<file path="src/rtl/bcd_pkg.sv">
// Shared definitions for the BCD-to-binary converter: FSM states and datapath widths.
package bcd_pkg;

    localparam int DIGIT_W  = 4;
    localparam int N_DIGITS = 3;
    localparam int BIN_W    = 8;
    localparam int BCD_W    = DIGIT_W * N_DIGITS;

    typedef enum logic [1:0] {
        IDLE  = 2'd0,
        SHIFT = 2'd1,
        DONE  = 2'd2
    } state_t;

endpackage

</file>
<file path="src/rtl/bcd_2_binary_sub3.sv">
// Per-nibble correction step of the reverse double-dabble: the inverse of the classic add3 cell.
module sub3
    import bcd_pkg::*;
(
    input  logic [DIGIT_W-1:0] i_nib,
    output logic [DIGIT_W-1:0] o_nib
);

    assign o_nib = (i_nib >= 4'd8) ? (i_nib - 4'd3) : i_nib;

endmodule

</file>
<file path="src/rtl/bcd_2_binary.sv">
// Three-digit BCD to 8-bit binary converter using shift-right / subtract-3 iterations.
module bcd_2_binary
    import bcd_pkg::*;
#(
    parameter int N_SHIFT = 8
)
(
    input  logic             i_clk,
    input  logic             i_rst_n,
    input  logic             i_start,
    input  logic [3:0]       i_hunds,
    input  logic [3:0]       i_tens,
    input  logic [3:0]       i_units,
    output logic [BIN_W-1:0] o_data,
    output logic             o_busy,
    output logic             o_done,
    output logic             o_error
);

    localparam logic [3:0] LAST_COUNT = 4'(N_SHIFT - 1);

    state_t                   r_state;
    state_t                   w_nextState;
    logic [BCD_W-1:0]         r_bcd;
    logic [BIN_W-1:0]         r_bin;
    logic [3:0]               r_count;
    logic [BIN_W-1:0]         r_data;
    logic                     r_error;
    logic                     w_digitsOk;
    logic                     w_lastShift;
    logic [BCD_W+BIN_W-1:0]   w_shifted;
    logic [BCD_W-1:0]         w_bcdNext;

    assign w_digitsOk  = (i_hunds <= 4'd9) && (i_tens <= 4'd9) && (i_units <= 4'd9);
    assign w_lastShift = (r_count == LAST_COUNT);
    assign w_shifted   = {r_bcd, r_bin} >> 1;

    for (genvar g = 0; g < N_DIGITS; g++) begin : g_sub3
        sub3 u_sub3 (
            .i_nib (w_shifted[BIN_W + g*DIGIT_W +: DIGIT_W]),
            .o_nib (w_bcdNext[g*DIGIT_W +: DIGIT_W])
        );
    end

    always_ff @(posedge i_clk or negedge i_rst_n) begin
        if (!i_rst_n) begin
            r_state <= IDLE;
        end else begin
            r_state <= w_nextState;
        end
    end

    always_comb begin
        w_nextState = r_state;
        o_busy      = (r_state != IDLE);
        o_done      = (r_state == DONE);
        case (r_state)
            IDLE: begin
                if (i_start) begin
                    w_nextState = w_digitsOk ? SHIFT : DONE;
                end
            end
            SHIFT: begin
                if (w_lastShift) begin
                    w_nextState = DONE;
                end
            end
            DONE:    w_nextState = IDLE;
            default: w_nextState = IDLE;
        endcase
    end

    // Any BCD residue after the final shift means the decimal value exceeded 255.
    always_ff @(posedge i_clk or negedge i_rst_n) begin
        if (!i_rst_n) begin
            r_bcd   <= '0;
            r_bin   <= '0;
            r_count <= '0;
            r_data  <= '0;
            r_error <= 1'b0;
        end else begin
            case (r_state)
                IDLE: begin
                    if (i_start) begin
                        r_data <= '0;
                        if (w_digitsOk) begin
                            r_bcd   <= {i_hunds, i_tens, i_units};
                            r_bin   <= '0;
                            r_count <= '0;
                            r_error <= 1'b0;
                        end else begin
                            r_error <= 1'b1;
                        end
                    end
                end
                SHIFT: begin
                    r_bcd   <= w_bcdNext;
                    r_bin   <= w_shifted[BIN_W-1:0];
                    r_count <= r_count + 4'd1;
                    if (w_lastShift) begin
                        if (w_bcdNext != '0) begin
                            r_data  <= '0;
                            r_error <= 1'b1;
                        end else begin
                            r_data  <= w_shifted[BIN_W-1:0];
                            r_error <= 1'b0;
                        end
                    end
                end
                default: ;
            endcase
        end
    end

    assign o_data  = r_data;
    assign o_error = r_error;

endmodule

</file>
<file path="config.mk">
export PLATFORM = sky130hd
export DESIGN_NAME = bcd_2_binary
export DESIGN_NICKNAME = d
export VERILOG_FILES = /design/src/rtl/bcd_pkg.sv /design/src/rtl/bcd_2_binary_sub3.sv /design/src/rtl/bcd_2_binary.sv
export SDC_FILE = /design/constraint.sdc
export NUM_CORES = 1
export LEC_CHECK = 0
export CAP_MARGIN = 20
export CORE_ASPECT_RATIO = 0.7
export CORE_MARGIN = 2
export CORE_UTILIZATION = 45
export DETAILED_ROUTE_END_ITERATION = 12
export GPL_TIMING_DRIVEN = 0
export HOLD_SLACK_MARGIN = 0.12
export PLACE_DENSITY = 0.71
export SETUP_SLACK_MARGIN = 0.1
export SYNTH_ARGS = -nofsm -noshare
export SYNTH_HDL_FRONTEND = slang
export SYNTH_SLANG_ARGS = --single-unit
</file>
<file path="constraint.sdc">
create_clock -name i_clk -period 1.8 [get_ports i_clk]
set_input_delay 0.45 -clock i_clk [delete_from_list [all_inputs] [get_ports i_clk]]
set_output_delay 0.45 -clock i_clk [all_outputs]
set_load 0.02 [all_outputs]
</file>
-- Yosys cells after proc, flatten, opt, wreduce, memory -nomap -nowiden
Index checks and enable logic that the tools add are counted.
- register bits: 35
- output and inout port bits: 11
- word-level logic and storage cells: 56
- $add $sub $neg: 4
- $lt $le $gt $ge: 6
- equal/unequal tests: 6
- mux-type cells: 25
- reductions and logical operators: 9
- operators with widths (operator ; count):
    2-to-1 mux 8 bit ; 5
    one-hot mux 8 bit (2 select lines) ; 2
    2-to-1 mux 12 bit ; 2
    one-hot mux 12 bit (2 select lines) ; 1
    2-to-1 mux 4 bit ; 5
    less-or-equal comparator 4 bit, second input constant ; 3
    nonzero test 12 bit ; 1
    >= comparator 4 bit, second input constant ; 2
    one-hot mux 4 bit (2 select lines) ; 1
    subtractor 4 x 2 -> 4 bit, second input constant ; 2
    2-to-1 mux 2 bit ; 3
    != test 2 bit, second input constant ; 3
    AND reduction 3 bit ; 2
    adder 4 x 1 -> 4 bit, second input constant ; 1
    == test 4 x 3 -> 1 bit, second input constant ; 1
    >= comparator 3 x 4 -> 1 bit, second input constant ; 1
    2-to-1 mux 1 bit ; 4
    one-hot mux 2 bit (2 select lines) ; 1
    nonzero test 2 bit ; 2
    subtractor 3 x 2 -> 4 bit, second input constant ; 1
    == test 2 x 1 -> 1 bit, second input constant ; 1
    == test 2 bit, second input constant ; 1
    logical AND 1 bit ; 2
    zero test 2 bit ; 1
    2 further kinds ; 2

-- Longest topological paths before layout
- depth after elaboration: 6
- depth in mapped cells: 6
- gate-level depth less buffers: 6

-- Modules after synthesis
Synthesis repeated with hierarchy kept, for this count alone.
- cells, all modules: 176
- area, all modules: 1741.7 sq um
- by module, submodules not included (module ; instances ; cells each ; area each (sq um) ; seq. area each (sq um)):
    bcd_2_binary ; 1 ; 143 ; 1512.7 ; 850.8
    sub3 ; 3 ; 11 ; 76.3 ; 0.0

-- Worst setup path after synthesis
Ideal clock, no wire load.
- path kind: reg-to-reg
- from: register r_bcd[1]
- to: register r_data[0] (netlist: o_data[0])
- setup time: 67 ps
- data arrival time: 1756 ps
- setup slack: -24 ps
- cell stages (with the launch flop): 7
- path buffers: 0
- clock period less this slack: 1824 ps
- path through: dfrtp_1 -> inv_1 -> ha_1 -> and4b_1 -> o21ai_0 -> a2111oi_4 -> a22o_1
- word-level cells in the longest chain between the ends: 6
- elaborated cells between the ends (all ways): 7
- classes of those cells: add/sub (1); order compare (1); mux (4); reduce/logical (1)
- ends and longest elaborated chain (item ; RTL line ; text):
    start, declared ; bcd_2_binary.sv:24 ; logic [BCD_W-1:0] r_bcd;
    start signal, assigned ; bcd_2_binary.sv:87 ; r_bcd <= {i_hunds, i_tens, i_units};
    start signal, assigned ; bcd_2_binary.sv:97 ; r_bcd <= w_bcdNext;
    subtractor 4 x 2 -> 4 bit / >= comparator 4 bit (equally long branches) ; bcd_2_binary_sub3.sv:9 ; assign o_nib = (i_nib >= 4'd8) ? (i_nib - 4'd3) : i_nib;
    2-to-1 mux 4 bit (*) ; bcd_2_binary_sub3.sv:9 ;
    nonzero test 12 bit (*) ; bcd_2_binary.sv:101 ; if (w_bcdNext != '0) begin
    2-to-1 mux 8 bit (*) ; bcd_2_binary.sv:101 ;
    2-to-1 mux 8 bit (*) ; bcd_2_binary.sv:100 ; if (w_lastShift) begin
    one-hot mux 8 bit (2 select lines) (*) ; bcd_2_binary.sv:82 ; case (r_state)
    end signal, assigned ; bcd_2_binary.sv:105 ; r_data <= w_shifted[BIN_W-1:0];
    end, declared ; bcd_2_binary.sv:27 ; logic [BIN_W-1:0] r_data;
Mark *: on every way between the ends. The rest lies on a longest branch, timed or not. The select of a mux whose other input is x is not followed.
A chain may end at the register's enable or synchronous reset.

-- Final worst setup path
- from: register r_bcd[6]
- to: register r_data[0] (netlist: o_data[0])
Same word-level chain as after synthesis.

==> key figures <==
Status
  • Status: finished clean

Yosys
  • Compound-Gate Fraction of Synth Area: 20.0%
  • Post-synthesis sequential area ratio: 51.1%
  • Post-Synth XOR/XNOR Area: 2.10%
  • Post-synthesis register bit count: 34
  • Synth Area in Adders: 3.76%
  • Library cells used by synthesis: 31
  • Mux cell area share after synthesis: 5.63%
  • Syn_nets: 178
  • Yosys warning count: 0
  • Syn Area/Cell: 10.5 um2
  • Post-Synth Simple-Gate Area: 13.2%
  • Synth Instances: 158
  • Main combinational cell family by area after synthesis: compound AO/OA/AOI/OAI gates
  • Mapped cell area: 1670 um2

Clock network
  • Root Buffer Master: clkbuf_8
  • Worst-skew pair later-pin latency: 0.29 ns
  • CTS tree: done
  • Clk sink count: 34
  • H-tree levels: 2
  • Reg clk slew, reported paths: 0.07 ns
  • Hold_buf cts: 0
  • CTS buffer count: 5
  • Longest Clk Path Bufs: 2

Power
  • Pwr/cell area: 1490 nW/um2
  • Comb power frac: 45.9%
  • Total power: 0.00336 W
  • Clock power frac: 17.4%
  • Static Leakage: 1.08 nW
  • Max VDD drop: 0.000743 V
  • Sequential power share: 36.7%
  • P_int: 0.00207 W
  • Sw frac: 38.4%
  • Net Sw Power: 0.00129 W

Timing
  • Fin crit period: 1.75 ns
  • F_max: 571 MHz
  • Final Skew: 0.00514 ns
  • Hold Slack: 0.228 ns
  • Slew margin rel.: 49.2%
  • Unrepaired setup endpoints after global routing: yes
  • Max-slew violation count: 0
  • Setup violators final: 0
  • Final hold vios: 0
  • Worst slew pin tran: 0.763 ns
  • Fin crit share: 97.2%

Setup path
  • Worst Path Max Fanout: 4
  • Crit start category: register
  • Worst path bufs/invs: 2
  • CP delay by family, top: compound AO/OA/AOI/OAI gates
  • CP required: 2.03 ns
  • CP max stage cell: dfrtp_2
  • Worst Path Arrival: 1.98 ns
  • R2r setup slk: 0.05 ns
  • Critical path class: reg2reg
  • Worst R2R Path Depth: 7
  • CP peak stage delay: 0.43 ns
  • Crit-path cells: inv_2, ha_4, mux2i_4, nand3_2, a2111oi_4, buf_4, a22o_1
  • Critical R2R Launch: r_bcd[6]
  • Worst setup EP type: register
  • Reg2reg end: o_data[0]

Floorplanning
  • Initial Util: 47.1%
  • Die width: 76.7 um
  • FP Rows: 18
  • Core area: 3540 um2
  • Die area: 4210 um2
  • Top-Level Pins: 26
  • Die Y: 54.9 um

Placed design
  • Cells after DPL: 233
  • Gpl congestion: 0.787
  • IO buf count: 25
  • HPWL Detailed: 2.64 mm

Flow run
  • Max Cap Violations: 0

Final layout
  • Commonest non-fill, non-tap cell in the layout: dfrtp_1
  • Commonest cells after routing, fill and taps aside: 30 x dfrtp_1, 18 x nand2_1, 17 x a22o_1, 14 x o21ai_0, 12 x buf_4
  • Final std cells w/o fill: 253
  • Area Growth Syn to Fin: 34.8%
  • Layout cells sized above 1: 27.1%
  • Antenna diodes: 0
  • Total Nets Final: 222

Route
  • DR vias: 1336
  • 1st-iter DRT viols: 91
  • Post-route DRC: 0
  • Total Wirelength: 4.01 mm
  • Antenna viol nets, final: 0
  • Wire per inst: 15.8 um
  • Via-to-Cell Ratio: 5.28
  • Pre-antenna DRT Iters: 4

Global routing
  • Vias in the first global route: 1253
  • Total congestion overflow: 0
  • Largest net degree at the start of global routing: 35
  • Initial antenna violation count: 0
  • Global Route Usage Sum: 20.8%
  • Global-route wire length before repair: 6.24 mm

Worst hold path
  • Min-delay worst type: in2async
==> synth_stat cells, drive strengths merged <==
library cell | instances | area [um2]
a2111oi | 1 | 27.5
a21oi | 7 | 35.0
a22o | 17 | 149
a22oi | 1 | 7.51
a41oi | 1 | 8.76
and3b | 1 | 8.76
and4b | 1 | 10.0
buf | 7 | 40.0
clkbuf | 3 | 11.3
dfrtp | 34 | 851
ha | 5 | 62.6
inv | 5 | 18.8
mux2 | 1 | 11.3
mux2i | 7 | 82.6
nand2 | 18 | 67.6
nand2b | 2 | 12.5
nand3 | 3 | 20.0
nand4 | 2 | 12.5
nor2 | 9 | 33.8
nor2b | 5 | 31.3
nor3 | 2 | 10.0
o21ai | 18 | 90.1
o22a | 1 | 8.76
o22ai | 1 | 6.26
or2b | 1 | 7.51
or3 | 1 | 6.26
xnor2 | 4 | 35.0
==> cell families after synthesis <==
logic type	count (synthesis)
compound gates	47
simple gates	45
mux	8
xor+xnor	4
fa+ha+maj	5
flops	34
buf+inv	15
==> worst reg2reg max path, cell delays in order, from the launching register on <==
cell       delay [ns]
dfrtp_2          0.43
inv_2            0.07
ha_4             0.19
mux2i_4          0.16
nand3_2          0.10
a2111oi_4        0.40
buf_4            0.22
a22o_1           0.12
==> sequential cells by signal, summed over array words and instances, names as in the netlist <==
name     cells
o_data       8
o_error      1
r_bin        7
r_state      2
r_bcd       12
r_count      4
==> how the worst max path moves through the flow <==
stage,startpoint,to,cells past startpoint
floorplan,r_bcd[1],o_data[0],6
global placement,i_tens[2],r_bcd[0],7
detailed placement,i_tens[2],r_bcd[1],7
CTS,r_bcd[2],o_data[3],7
global route,r_bcd[5],o_data[3],6
finish,r_bcd[6],o_data[0],7
==> routing by layer <==
| metal | vias up | wire length [um] | GRT usage [%] |
|---|---|---|---|
| met3 | 4 | 194 | 7.95 |
| met2 | 26 | 1850 | 32.3 |
| met5 | - | 0 | 0 |
| li1 | 649 | - | - |
| met4 | 0 | 42 | 8.79 |
| met1 | 657 | 1920 | 26.8 |
==> power groups by stage <==
stage	Combinational, W	Sequential, W	Clock, W
2_1_floorplan	0.000949	0.00122	0
3_3_place_gp	0.00122	0.00125	0
3_5_place_dp	0.00127	0.00128	0
4_1_cts	0.00138	0.00124	0.000590
5_1_grt	0.00170	0.00127	0.000635
6_report	0.00154	0.00123	0.000583
==> per-stage QoR <==
| step | cell area [um2] | setup WS [ns] | util [%] | TNS (ns) |
|---|---|---|---|---|
| global route | 2240 | -0.0125 | 63.5 | -0.0155 |
| global placement | 1990 | -0.423 | 56.4 | -21.71 |
| finish | 2240 | 0.0501 | 63.5 | 0 |
| floorplan | 1680 | 0.102 | - | 0 |
| detailed placement | 1990 | -0.425 | 56.3 | -9.44 |
| CTS | 2150 | 0.00660 | 60.9 | 0 |
==> repair_timing <==
| action | in CTS | in global routing |
|---|---|---|
| pin swaps | 10 | 9 |
| gates cloned | 1 | 1 |
| endpoints found under the setup margin | 40 | 28 |
| gates resized for setup | 25 | 24 |
| buffers inserted | 4 | 6 |
==> layout make-up <==
| class | count | area, um2 |
|---|---|---|
| Clock inverter | 1 | 5.00 |
| Sequential cell | 34 | 856 |
| Tap cell | 50 | 62.6 |
| Buffer | 10 | 67.6 |
| Clock buffer | 7 | 86.3 |
| Timing Repair Buffer | 37 | 337 |
| Inverter | 5 | 18.8 |
| Fill cell | 284 | 1290 |
| Multi-Input combinational cell | 109 | 812 |
Note: power is estimated with default switching activity, not from simulation.
